**src/rtl/wb_write_queue.sv**
```systemverilog
// wb_write_queue
//   Writeback-side write queue that owns the register file's single write
//   port. Results from the memory-load path and the ALU path are buffered
//   in order in a circular FIFO and drained one per cycle into a registered
//   write stage (rf_we / rf_waddr / rf_wdata). Two combinational forwarding
//   ports let decode see values that are queued but not yet committed.
//
// Ports
//   clk, rst                      clock; synchronous active-high reset
//   mem_valid/mem_addr/mem_data   memory-load result (older instruction)
//   alu_valid/alu_addr/alu_data   ALU result (younger instruction)
//   stall                         fewer than 2 free entries; upstream holds
//   rf_we/rf_waddr/rf_wdata       registered register-file write request
//   fwd_addr1/fwd_addr2           forwarding lookup addresses
//   fwd_hit1/fwd_data1            port 1 lookup result (0/0 on miss)
//   fwd_hit2/fwd_data2            port 2 lookup result (0/0 on miss)
//   count                         queued entries, excluding the rf_* stage
//   overflow                      sticky: a valid input was dropped
module wb_write_queue #(
  parameter int DATA_W = 16,
  parameter int ADDR_W = 3,
  parameter int DEPTH  = 4
) (
  input  logic                       clk,
  input  logic                       rst,
  input  logic                       mem_valid,
  input  logic [ADDR_W-1:0]          mem_addr,
  input  logic [DATA_W-1:0]          mem_data,
  input  logic                       alu_valid,
  input  logic [ADDR_W-1:0]          alu_addr,
  input  logic [DATA_W-1:0]          alu_data,
  output logic                       stall,
  output logic                       rf_we,
  output logic [ADDR_W-1:0]          rf_waddr,
  output logic [DATA_W-1:0]          rf_wdata,
  input  logic [ADDR_W-1:0]          fwd_addr1,
  input  logic [ADDR_W-1:0]          fwd_addr2,
  output logic                       fwd_hit1,
  output logic [DATA_W-1:0]          fwd_data1,
  output logic                       fwd_hit2,
  output logic [DATA_W-1:0]          fwd_data2,
  output logic [$clog2(DEPTH):0]     count,
  output logic                       overflow
);

  localparam int PTR_W = $clog2(DEPTH);
  localparam int CNT_W = PTR_W + 1;

  logic [ADDR_W-1:0] addr_q [DEPTH];
  logic [DATA_W-1:0] data_q [DEPTH];
  logic [PTR_W-1:0]  head;
  logic [PTR_W-1:0]  tail;

  logic              pop;
  logic [CNT_W-1:0]  free_after;
  logic [CNT_W-1:0]  alu_need;
  logic              take_mem;
  logic              take_alu;
  logic              drop;
  logic [CNT_W-1:0]  n_push;
  logic [PTR_W-1:0]  alu_slot;

  // Pointer advance; power-of-two depth makes the wrap implicit.
  function automatic logic [PTR_W-1:0] ptr_add(input logic [PTR_W-1:0] p,
                                               input logic [PTR_W-1:0] n);
    return p + n;
  endfunction

  // Push/pop decisions; free space is judged after this edge's pop.
  always_comb begin
    pop        = (count != {CNT_W{1'b0}});
    free_after = CNT_W'(DEPTH) - count + CNT_W'(pop);
    take_mem   = mem_valid && (free_after >= CNT_W'(1'b1));
    // The load is older, so it claims the first slot; ALU needs the next one.
    alu_need   = take_mem ? CNT_W'(2'd2) : CNT_W'(1'b1);
    take_alu   = alu_valid && (free_after >= alu_need);
    drop       = (mem_valid && !take_mem) || (alu_valid && !take_alu);
    n_push     = CNT_W'(take_mem) + CNT_W'(take_alu);
    alu_slot   = ptr_add(tail, PTR_W'(take_mem));
  end

  assign stall = (CNT_W'(DEPTH) - count) < CNT_W'(2'd2);

  // Control state: pointers, occupancy, output write stage, sticky overflow.
  always_ff @(posedge clk) begin
    if (rst) begin
      head     <= {PTR_W{1'b0}};
      tail     <= {PTR_W{1'b0}};
      count    <= {CNT_W{1'b0}};
      rf_we    <= 1'b0;
      rf_waddr <= {ADDR_W{1'b0}};
      rf_wdata <= {DATA_W{1'b0}};
      overflow <= 1'b0;
    end else begin
      if (pop) begin
        rf_we    <= 1'b1;
        rf_waddr <= addr_q[head];
        rf_wdata <= data_q[head];
        head     <= ptr_add(head, PTR_W'(1'b1));
      end else begin
        rf_we    <= 1'b0;
      end
      tail  <= ptr_add(tail, n_push[PTR_W-1:0]);
      count <= count - CNT_W'(pop) + n_push;
      if (drop) begin
        overflow <= 1'b1;
      end
    end
  end

  // Entry storage; stale contents are harmless because count gates every read.
  always_ff @(posedge clk) begin
    if (take_mem) begin
      addr_q[tail] <= mem_addr;
      data_q[tail] <= mem_data;
    end
    if (take_alu) begin
      addr_q[alu_slot] <= alu_addr;
      data_q[alu_slot] <= alu_data;
    end
  end

  logic [PTR_W-1:0] idx;
  logic             live;
  logic             m1;
  logic             m2;

  // Forwarding: scan oldest to newest so later matches override earlier ones,
  // leaving the newest pending write for each address.
  always_comb begin
    idx  = {PTR_W{1'b0}};
    live = 1'b0;
    m1   = rf_we && (rf_waddr == fwd_addr1);
    m2   = rf_we && (rf_waddr == fwd_addr2);
    fwd_hit1  = m1;
    fwd_data1 = m1 ? rf_wdata : {DATA_W{1'b0}};
    fwd_hit2  = m2;
    fwd_data2 = m2 ? rf_wdata : {DATA_W{1'b0}};
    for (int i = 0; i < DEPTH; i++) begin
      idx  = ptr_add(head, PTR_W'(i));
      live = (CNT_W'(i) < count);
      m1   = live && (addr_q[idx] == fwd_addr1);
      m2   = live && (addr_q[idx] == fwd_addr2);
      fwd_hit1  = fwd_hit1 | m1;
      fwd_data1 = m1 ? data_q[idx] : fwd_data1;
      fwd_hit2  = fwd_hit2 | m2;
      fwd_data2 = m2 ? data_q[idx] : fwd_data2;
    end
  end

endmodule

```
**config.mk**
```make
export PLATFORM = sky130hd
export DESIGN_NAME = wb_write_queue
export DESIGN_NICKNAME = d
export VERILOG_FILES = /design/src/rtl/wb_write_queue.sv
export SDC_FILE = /design/constraint.sdc
export NUM_CORES = 1
export LEC_CHECK = 0
export ABC_AREA = 1
export ABC_CLOCK_PERIOD_IN_PS = 3500
export CAP_MARGIN = 20
export CELL_PAD_IN_SITES_DETAIL_PLACEMENT = 1
export CELL_PAD_IN_SITES_GLOBAL_PLACEMENT = 1
export CORE_MARGIN = 5
export CORE_UTILIZATION = 36
export DETAILED_ROUTE_END_ITERATION = 8
export GPL_TIMING_DRIVEN = 0
export PLACE_DENSITY_LB_ADDON = 0.1
export RECOVER_POWER = 25
export SLEW_MARGIN = 20
export SYNTH_ARGS = -nofsm -noshare
export SYNTH_HDL_FRONTEND = slang
export SYNTH_SLANG_ARGS = --single-unit
```
**constraint.sdc**
```tcl
create_clock -name clk -period 3.5 [get_ports clk]
set_clock_uncertainty 0.2 [all_clocks]
set_input_delay 0.7 -clock clk [delete_from_list [all_inputs] [get_ports clk]]
set_output_delay 0.7 -clock clk [all_outputs]
set_load 0.1 [all_outputs]
```
==> results.md, run 1 <==
| Stage | Parameter | This run |
|:---|:---|:---|
| floorplanning | Area of the core | 24,300 sq um |
| cts | Sink Count | 106 |
| global route | Antenna violations before repair | 0 |
| sta | Count of endpoints failing setup in the final report | 2 |
| drt | Detailed router's first-iteration violation count | 531 |
| sta | Worst slack on hold paths | 261 ps |
| global route | Via count of the first global-routing pass | 9,979 |
| layout | Total area of multi-input combinational cells | 5630 sq um |
| cts | CTS Root Cell | sky130_fd_sc_hd__clkbuf_16 |
| synthesis | Number of enable-type register cells in the synthesized netlist | 76 |
| worst setup path | Crit. End Element | register |
| flow run | Max capacitance violation total | 0 |
| global route | Global-route congestion overflow total | 0 |
| cts | Clk Latency, worst-skew pair | 360 ps |
| worst setup path | Crit path required time | 3550 ps |
| run status | Run status | complete, but fails checks |
| worst setup path | Maximum fanout along the worst path | 3 |
| sta | Unrepaired setup endpoints after global routing | yes |
| worst setup path | Start-to-end type of the worst setup path | reg2reg |
| place | Placer congestion estimate | 0.893 |
| drt | Number of remaining DRC errors | 0 |
| worst setup path | Kind of start point of the critical path | register |
| cts | CTS tree | yes |
| cts | Buffers from clock root to sink, at most | 2 |
| worst setup path | Number of buffers and inverters on the critical path | 5 |
| synthesis | Average cell area after synthesis | 6.26 sq um |
| hold path | Origin of the worst min-delay path | overflow |
| synthesis | Post-synthesis cell type count | 34 |
| sta | Highest Clock Rate | 0.280 GHz |
| layout | Footprint of the flip-flops and latches | 2900 sq um |
| sta | Slew HR | 33.6% |
| sta | Setup slack of the critical path after layout | -73.5 ps |
| cts | CTS Buf Count | 9 |
| worst setup path | Cell depth of the worst setup path | 20 |
| drt | Length of the first detailed-routing pass in iterations | 5 |
| synthesis | Register bit count reported by yosys | 106 |
| layout | Most common library cell in the layout ignoring fill and taps | sky130_fd_sc_hd__nand2_1 |
| drt | Average via count per standard cell | 5.29 |
| layout | Final Core Density | 51.3% |
| synthesis | Yosys Warn Count | 0 |
| synthesis | Post-synth ARST share | 0% |
| global route | Pin count of the biggest net entering global routing | 20 |
| worst setup path | Cell family with the largest share of critical-path delay | adder cells |
| floorplanning | Site Rows | 57 |
| sta | Period minus WS final | 3570 ps |
| floorplanning | Number of I/O pins | 107 |
| drt | Total Routed Length | 37,600 microns |
| worst setup path | Path depth of the worst reg2reg path | 20 |
| layout | Number of antenna diodes | 0 |
| worst setup path | CP dominant cell by count | sky130_fd_sc_hd__ha_4 |
| layout | Area growth, synth to finish | 40.7% |
| worst setup path | Delay of the slowest cell on the worst path | 390 ps |
| place | Final HPWL DP | 28,900 microns |
| run status | Failing checks | setup timing |
| worst setup path | Slack of the worst reg-to-reg path | -70 ps |
| drt | Total number of vias | 10.2k |
| floorplanning | Die outline area | 27,900 sq um |
| hold path | Number of cells traversed by the worst hold path | 2 |
| worst setup path | Crit-path cells | inv_6 -> ha_4 -> ha_4 -> xor2_4 -> nand3_2 -> nand2_4 -> ha_4 -> o21ai_2 -> nand3b_1 -> and2_4 -> ha_4 -> inv_4 -> ha_4 -> inv_4 -> ha_4 -> inv_2 -> fa_2 -> xor2_1 -> inv_1 -> nor2_1 |
| synthesis | Sequential element share of the synthesized area | 32.5% |
| drt | Routed len/inst | 19.4 microns |
| drt | Remaining antenna violation count after routing | 0 |
| worst setup path | R2R Path End | count[2] |
| floorplanning | Horizontal extent of the die | 167 microns |
| worst setup path | Highest-delay cell along the critical path | sky130_fd_sc_hd__dfxtp_4 |
| layout | Commonest cells after routing, fill and taps aside | sky130_fd_sc_hd__nand2_1, sky130_fd_sc_hd__o21ai_0, sky130_fd_sc_hd__nand3_1 |
| global route | Total global routing track utilization | 25.3% |
| worst setup path | Critical R2R Launch | count[1] |
| place | Worst slack at placement | -1540 ps |
| hold path | Worst min path class | reg2reg |
| sta | Actual transition at the worst max-transition pin | 993 ps |
| place | Count of port buffers added during placement | 105 |
| synthesis | Synthesized area | 8870 sq um |
| floorplanning | Starting utilization of the core area | 36.5% |
| cts | Count of hold buffers inserted by post-cts repair | 0 |
| hold path | Worst Hold Path EP | overflow |
| global route | First-pass GRT wire length | 56,800 microns |
| layout | Number of nets in the finished design | 1,670 |
| worst setup path | Critical path arrival | 3620 ps |
| sta | Final hold vios | 0 |
| cts | CTS clk-pin slew, worst paths | 90 ps |
| layout | Total of fill cells in the finished design | 3,123 |
| synthesis | Mapped Nets | 1,478 |
| synthesis | Most used DFF post-synth | sky130_fd_sc_hd__edfxtp_1 |
| floorplanning | Die Ht | 167 microns |
| sta | Portion of the clock cycle consumed by the worst path in the final layout | 102% |
| sta | Final max-slew violation count | 0 |
| layout | Fraction of layout cells with a size suffix above 1 | 22.1% |
| synthesis | Number of instances in the synthesized netlist | 1,416 |
| cts | # H-tree levels | 3 |
==> tightest hold or removal path, stage by stage (launching register included) <==
cell                      delay [ps]
sky130_fd_sc_hd__dfxtp_1         330
sky130_fd_sc_hd__o21ai_1          60
sky130_fd_sc_hd__inv_1            40
==> flip-flops by register name, summed over array words and instances (netlist names), named ones only <==
name and count:
data_q 64, rf_wdata 16, addr_q 12, count 3, rf_waddr 3, head 2
tail 2, overflow 1, rf_we 1
==> final cells by class <==
| cell class | instances | area share, % |
|---|---|---|
| Timing Repair Buffer | 185 | 16.3 |
| Clock buffer | 9 | 1.80 |
| Multi-Input combinational cell | 1075 | 45.1 |
| Clock inverter | 6 | 0.592 |
| Buffer | 82 | 4.92 |
| Inverter | 149 | 4.70 |
| Tap cell | 324 | 3.25 |
| Sequential cell | 106 | 23.3 |
==> per-stage QoR <==
stage          cells  instance area, sq um  TNS, ps
4_1_cts         1900                 11400    -11.2
5_1_grt         1936                 12500     -946
2_1_floorplan   1416                  9040    -5700
3_5_place_dp    1847                 10600   -78030
3_3_place_gp    1845                 10500   -94960
6_report        1936                 12500     -130
==> metal layers <==
layer | wire length [microns] | global-route usage, % | vias to the layer above
li1 | - | - | 5015
met1 | 17400 | 35.5 | 4913
met2 | 18100 | 42.5 | 276
met3 | 1720 | 3.01 | 32
met4 | 373 | 4.55 | 0
met5 | 0 | 0 | -
==> timing repair <==
item                                    4_1_cts  5_1_grt
pin swaps                                    19       34
endpoints found under the setup margin      161      117
buffers inserted                             41       35
gates resized for setup                     327      235
gates cloned                                  0        4
==> worst max path at each step <==
stage                       from       endpoint
finish                  count[1]       count[2]
global route            count[1]       count[2]
floorplan               count[0]       count[2]
detailed placement  fwd_addr2[0]  fwd_data2[11]
global placement    fwd_addr2[1]  fwd_data2[13]
CTS                     count[1]       overflow
==> synthesized netlist by cell type, types with 3 or more instances <==
cell	count	area (sq um)
sky130_fd_sc_hd__xor2_1	6	52.6
sky130_fd_sc_hd__o22ai_1	3	18.8
sky130_fd_sc_hd__clkbuf_1	40	150
sky130_fd_sc_hd__dfxtp_1	30	601
sky130_fd_sc_hd__inv_2	8	30.0
sky130_fd_sc_hd__nand3_1	153	766
sky130_fd_sc_hd__a221oi_1	15	131
sky130_fd_sc_hd__nor2_4	6	67.6
sky130_fd_sc_hd__nand2_2	12	75.1
sky130_fd_sc_hd__nor2_2	5	31.3
sky130_fd_sc_hd__buf_4	11	82.6
sky130_fd_sc_hd__a21oi_1	61	305
sky130_fd_sc_hd__inv_1	141	529
sky130_fd_sc_hd__o21ai_0	213	1070
sky130_fd_sc_hd__buf_6	5	56.3
sky130_fd_sc_hd__ha_1	13	163
sky130_fd_sc_hd__nor2_1	42	158
sky130_fd_sc_hd__buf_2	30	150
sky130_fd_sc_hd__nand2_1	523	1960
sky130_fd_sc_hd__edfxtp_1	76	2280
sky130_fd_sc_hd__o21ai_1	3	15.0
==> logic make-up after synthesis <==
kind of cell	share of synthesized area (%)
and+or+nand+nor	35.5
AOI/OAI and AO/OA	17.9
buffers and inverters	11.3
DFF	32.5
adders and majority gates	2.06
xor gates and xnor gates	0.790
Power of run 1 is not shown: default switching activity piles up to over one toggle a cycle in this logic, so the estimate is an artifact.
==> run 2, diff against run 1 <==
--- a/config.mk
+++ b/config.mk
@@ -14,7 +14,7 @@
 export CORE_UTILIZATION = 36
 export DETAILED_ROUTE_END_ITERATION = 8
 export GPL_TIMING_DRIVEN = 0
-export PLACE_DENSITY_LB_ADDON = 0.1
+export PLACE_DENSITY = 0.81
 export RECOVER_POWER = 25
 export SLEW_MARGIN = 20
 export SYNTH_ARGS = -nofsm -noshare
==> run 2 against run 1 <==
  * The flow still finishes with violations (setup timing)
  * Register-to-register slack hardly changed
  * Global-route usage decreased by 0.059 points
  * Final cell count decreased by 1.2%
  * Via count barely moved
  * Core utilization fell by 0.89 points
  * Sequential share of layout area is 0.43 points higher
  * Wire length shrank 0.47%
  * Setup slack worse by 10 ps
==> results.md, run 2 (synthesized netlist as in run 1, its figures left out) <==
| Stage | Parameter | This run | Delta |
|:---|:---|:---|:---|
| run status | Run status | complete, but fails checks |  |
| run status | Failing checks | setup timing |  |
| worst setup path | Slack of the worst reg-to-reg path | -80 ps | about the same |
| floorplanning | Die outline area | 27,900 sq um | unchanged |
| cts | CTS tree | yes |  |
| cts | # H-tree levels | 3 | unchanged |
| sta | Slew HR | 33.7% | +0.17 points |
| floorplanning | Horizontal extent of the die | 167 microns | unchanged |
| layout | Total of fill cells in the finished design | 3,136 | +0.42% |
| drt | Routed wire length on met3 | 1630 microns | -5.5% |
| cts | Count of hold buffers inserted by post-cts repair | 0 | unchanged |
| worst setup path | Maximum fanout along the worst path | 4 | +1 |
| layout | Largest register FFs | 64 | unchanged |
| layout | Register ranked first by flip-flop count | data_q |  |
| global route | Via count of the first global-routing pass | 10.2k | +2.7% |
| sta | Setup slack of the critical path after layout | -83.5 ps | -9.97 ps |
| cts | Sink Count | 106 | unchanged |
| drt | Length of the first detailed-routing pass in iterations | 5 | unchanged |
| drt | Number of remaining DRC errors | 0 | unchanged |
| floorplanning | Site Rows | 57 | unchanged |
| drt | Met2 WL post-DR | 18,300 microns | +0.67% |
| layout | Number of antenna diodes | 0 | unchanged |
| sta | Final max-slew violation count | 0 | unchanged |
| sta | Highest Clock Rate | 0.279 GHz | -0.28% |
| sta | Setup TNS | -129 ps | +0.743 ps |
| layout | Final Core Density | 50.4% | -0.89 points |
| drt | Routed len/inst | 19.6 microns | +0.78% |
| layout | Number of nets in the finished design | 1,645 | -1.5% |
| place | Final HPWL DP | 28,700 microns | -0.69% |
| worst setup path | Critical path arrival | 3630 ps | about the same |
| layout | Area growth, synth to finish | 38.3% |  |
| worst setup path | Kind of start point of the critical path | register |  |
| drt | Total number of vias | 10.2k | -0.039% |
| drt | Top metal layer carrying routed signals | met4 |  |
| layout | Fraction of layout cells with a size suffix above 1 | 21.0% | -1.1 points |
| drt | Average via count per standard cell | 5.35 | +1.2% |
| sta | Actual transition at the worst max-transition pin | 991 ps | -2.51 ps |
| floorplanning | Number of I/O pins | 107 | unchanged |
| sta | Count of endpoints failing setup in the final report | 2 | unchanged |
| layout | Most common library cell in the layout ignoring fill and taps | sky130_fd_sc_hd__nand2_1 |  |
| place | Standard cell area after detailed placement | 10,500 sq um | about the same |
| layout | Commonest cells after routing, fill and taps aside | sky130_fd_sc_hd__nand2_1, sky130_fd_sc_hd__o21ai_0, sky130_fd_sc_hd__nand3_1 |  |
| floorplanning | Starting utilization of the core area | 36.5% | unchanged |
| drt | Total Routed Length | 37,500 microns | -0.47% |
| global route | Antenna violations before repair | 0 | unchanged |
| drt | Remaining antenna violation count after routing | 0 | unchanged |
| flow run | Max capacitance violation total | 0 | unchanged |
| worst setup path | Crit path required time | 3550 ps | about the same |
| sta | Final hold vios | 0 | unchanged |
| drt | WL met1 | 16,900 microns | -2.8% |
| cts | Clk Latency, worst-skew pair | 370 ps | about the same |
| worst setup path | Start-to-end type of the worst setup path | reg2reg |  |
| hold path | Worst min path class | reg2reg |  |
| cts | CTS Buf Count | 9 | unchanged |
| sta | Portion of the clock cycle consumed by the worst path in the final layout | 102% | +0.28 points |
| drt | Detailed router's first-iteration violation count | 667 | +26% |
| global route | Pin count of the biggest net entering global routing | 23 | +15% |
| cts | CTS Root Cell | sky130_fd_sc_hd__clkbuf_16 |  |
| floorplanning | Die Ht | 167 microns | unchanged |
| worst setup path | Crit. End Element | register |  |
| cts | CTS clk-pin slew, worst paths | 80 ps | about the same |
| sta | Worst slack on hold paths | 295 ps | +34.2 ps |
| place | Placer congestion estimate | 0.899 | +0.73% |
| sta | Period minus WS final | 3580 ps | +9.97 ps |
| place | Count of port buffers added during placement | 105 | unchanged |
| global route | First-pass GRT wire length | 56,900 microns | +0.14% |
| floorplanning | Area of the core | 24,300 sq um | unchanged |
| cts | Buffers from clock root to sink, at most | 2 | unchanged |
| layout | Top Registers | data_q x64, rf_wdata x16, addr_q x12 |  |
| sta | Unrepaired setup endpoints after global routing | yes |  |
| global route | Total global routing track utilization | 25.3% | -0.059 points |
| global route | Global-route congestion overflow total | 0 | unchanged |
| layout | Post-route cell area | 12,300 sq um | -1.7% |
-- run 2: layout make-up --
class	count	area, sq um	share of cell area [%]
Multi-Input combinational cell	1075	5680	46.3
Sequential cell	106	2910	23.7
Timing Repair Buffer	161	1770	14.4
Buffer	81	601	4.90
Inverter	149	589	4.81
Tap cell	324	405	3.31
Clock buffer	9	225	1.84
Clock inverter	7	91.3	0.745
-- run 2: critical path, cell delays in order (launching register included) --
cell and delay [ps]:
sky130_fd_sc_hd__dfxtp_4 380, sky130_fd_sc_hd__inv_6 40, sky130_fd_sc_hd__ha_4 150, sky130_fd_sc_hd__ha_4 290
sky130_fd_sc_hd__xor2_4 200, sky130_fd_sc_hd__nand3_4 130, sky130_fd_sc_hd__nand2_4 140, sky130_fd_sc_hd__ha_4 210
sky130_fd_sc_hd__o21ai_2 120, sky130_fd_sc_hd__nand3b_1 120, sky130_fd_sc_hd__and2_4 180, sky130_fd_sc_hd__ha_4 280
sky130_fd_sc_hd__inv_4 40, sky130_fd_sc_hd__ha_4 200, sky130_fd_sc_hd__inv_2 60, sky130_fd_sc_hd__ha_4 120
sky130_fd_sc_hd__inv_2 30, sky130_fd_sc_hd__fa_2 330, sky130_fd_sc_hd__xor2_1 150, sky130_fd_sc_hd__inv_1 60
sky130_fd_sc_hd__nor2_1 30
-- run 2: timing repair --
item,4_1_cts,5_1_grt
cloned,0,3
pin swaps,21,49
resized for setup,345,197
setup buffers,34,20
setup endpoints to repair,149,105
endpoints found under the hold margin,0,0
-- run 2: per-stage QoR --
step / setup slack [ps] / instances
after floorplan: -284 / 1416
after global placement: -1510 / 1845
after detailed placement: -1580 / 1847
after CTS: -13.4 / 1894
after global routing: -200 / 1912
final: -83.5 / 1912
-- run 2: worst paths after layout --
| check | startpoint | end | depth (start not counted) |
|---|---|---|---|
| min | overflow | overflow | 2 |
| min reg2reg | overflow | overflow | 2 |
| max | count[0] | count[2] | 20 |
| max reg2reg | count[0] | count[2] | 20 |
-- run 2: layer usage --
layer | global-route usage (%) | vias to the layer above
met5 | 0 | -
met4 | 5.83 | 0
met3 | 2.87 | 50
met2 | 43.4 | 313
met1 | 34.2 | 4909
li1 | - | 4960
Power of run 2 is left out for the same reason.
==> run 3, diff against run 2 <==
--- a/config.mk
+++ b/config.mk
@@ -12,9 +12,10 @@
 export CELL_PAD_IN_SITES_GLOBAL_PLACEMENT = 1
 export CORE_MARGIN = 5
 export CORE_UTILIZATION = 36
+export CTS_CLUSTER_SIZE = 28
 export DETAILED_ROUTE_END_ITERATION = 8
 export GPL_TIMING_DRIVEN = 0
-export PLACE_DENSITY = 0.81
+export PLACE_DENSITY_LB_ADDON = 0.1
 export RECOVER_POWER = 25
 export SLEW_MARGIN = 20
 export SYNTH_ARGS = -nofsm -noshare
==> results of run 3 <==
Final layout, timing and power as in run 1 (identical DEF).
Power of run 3 is left out for the same reason.
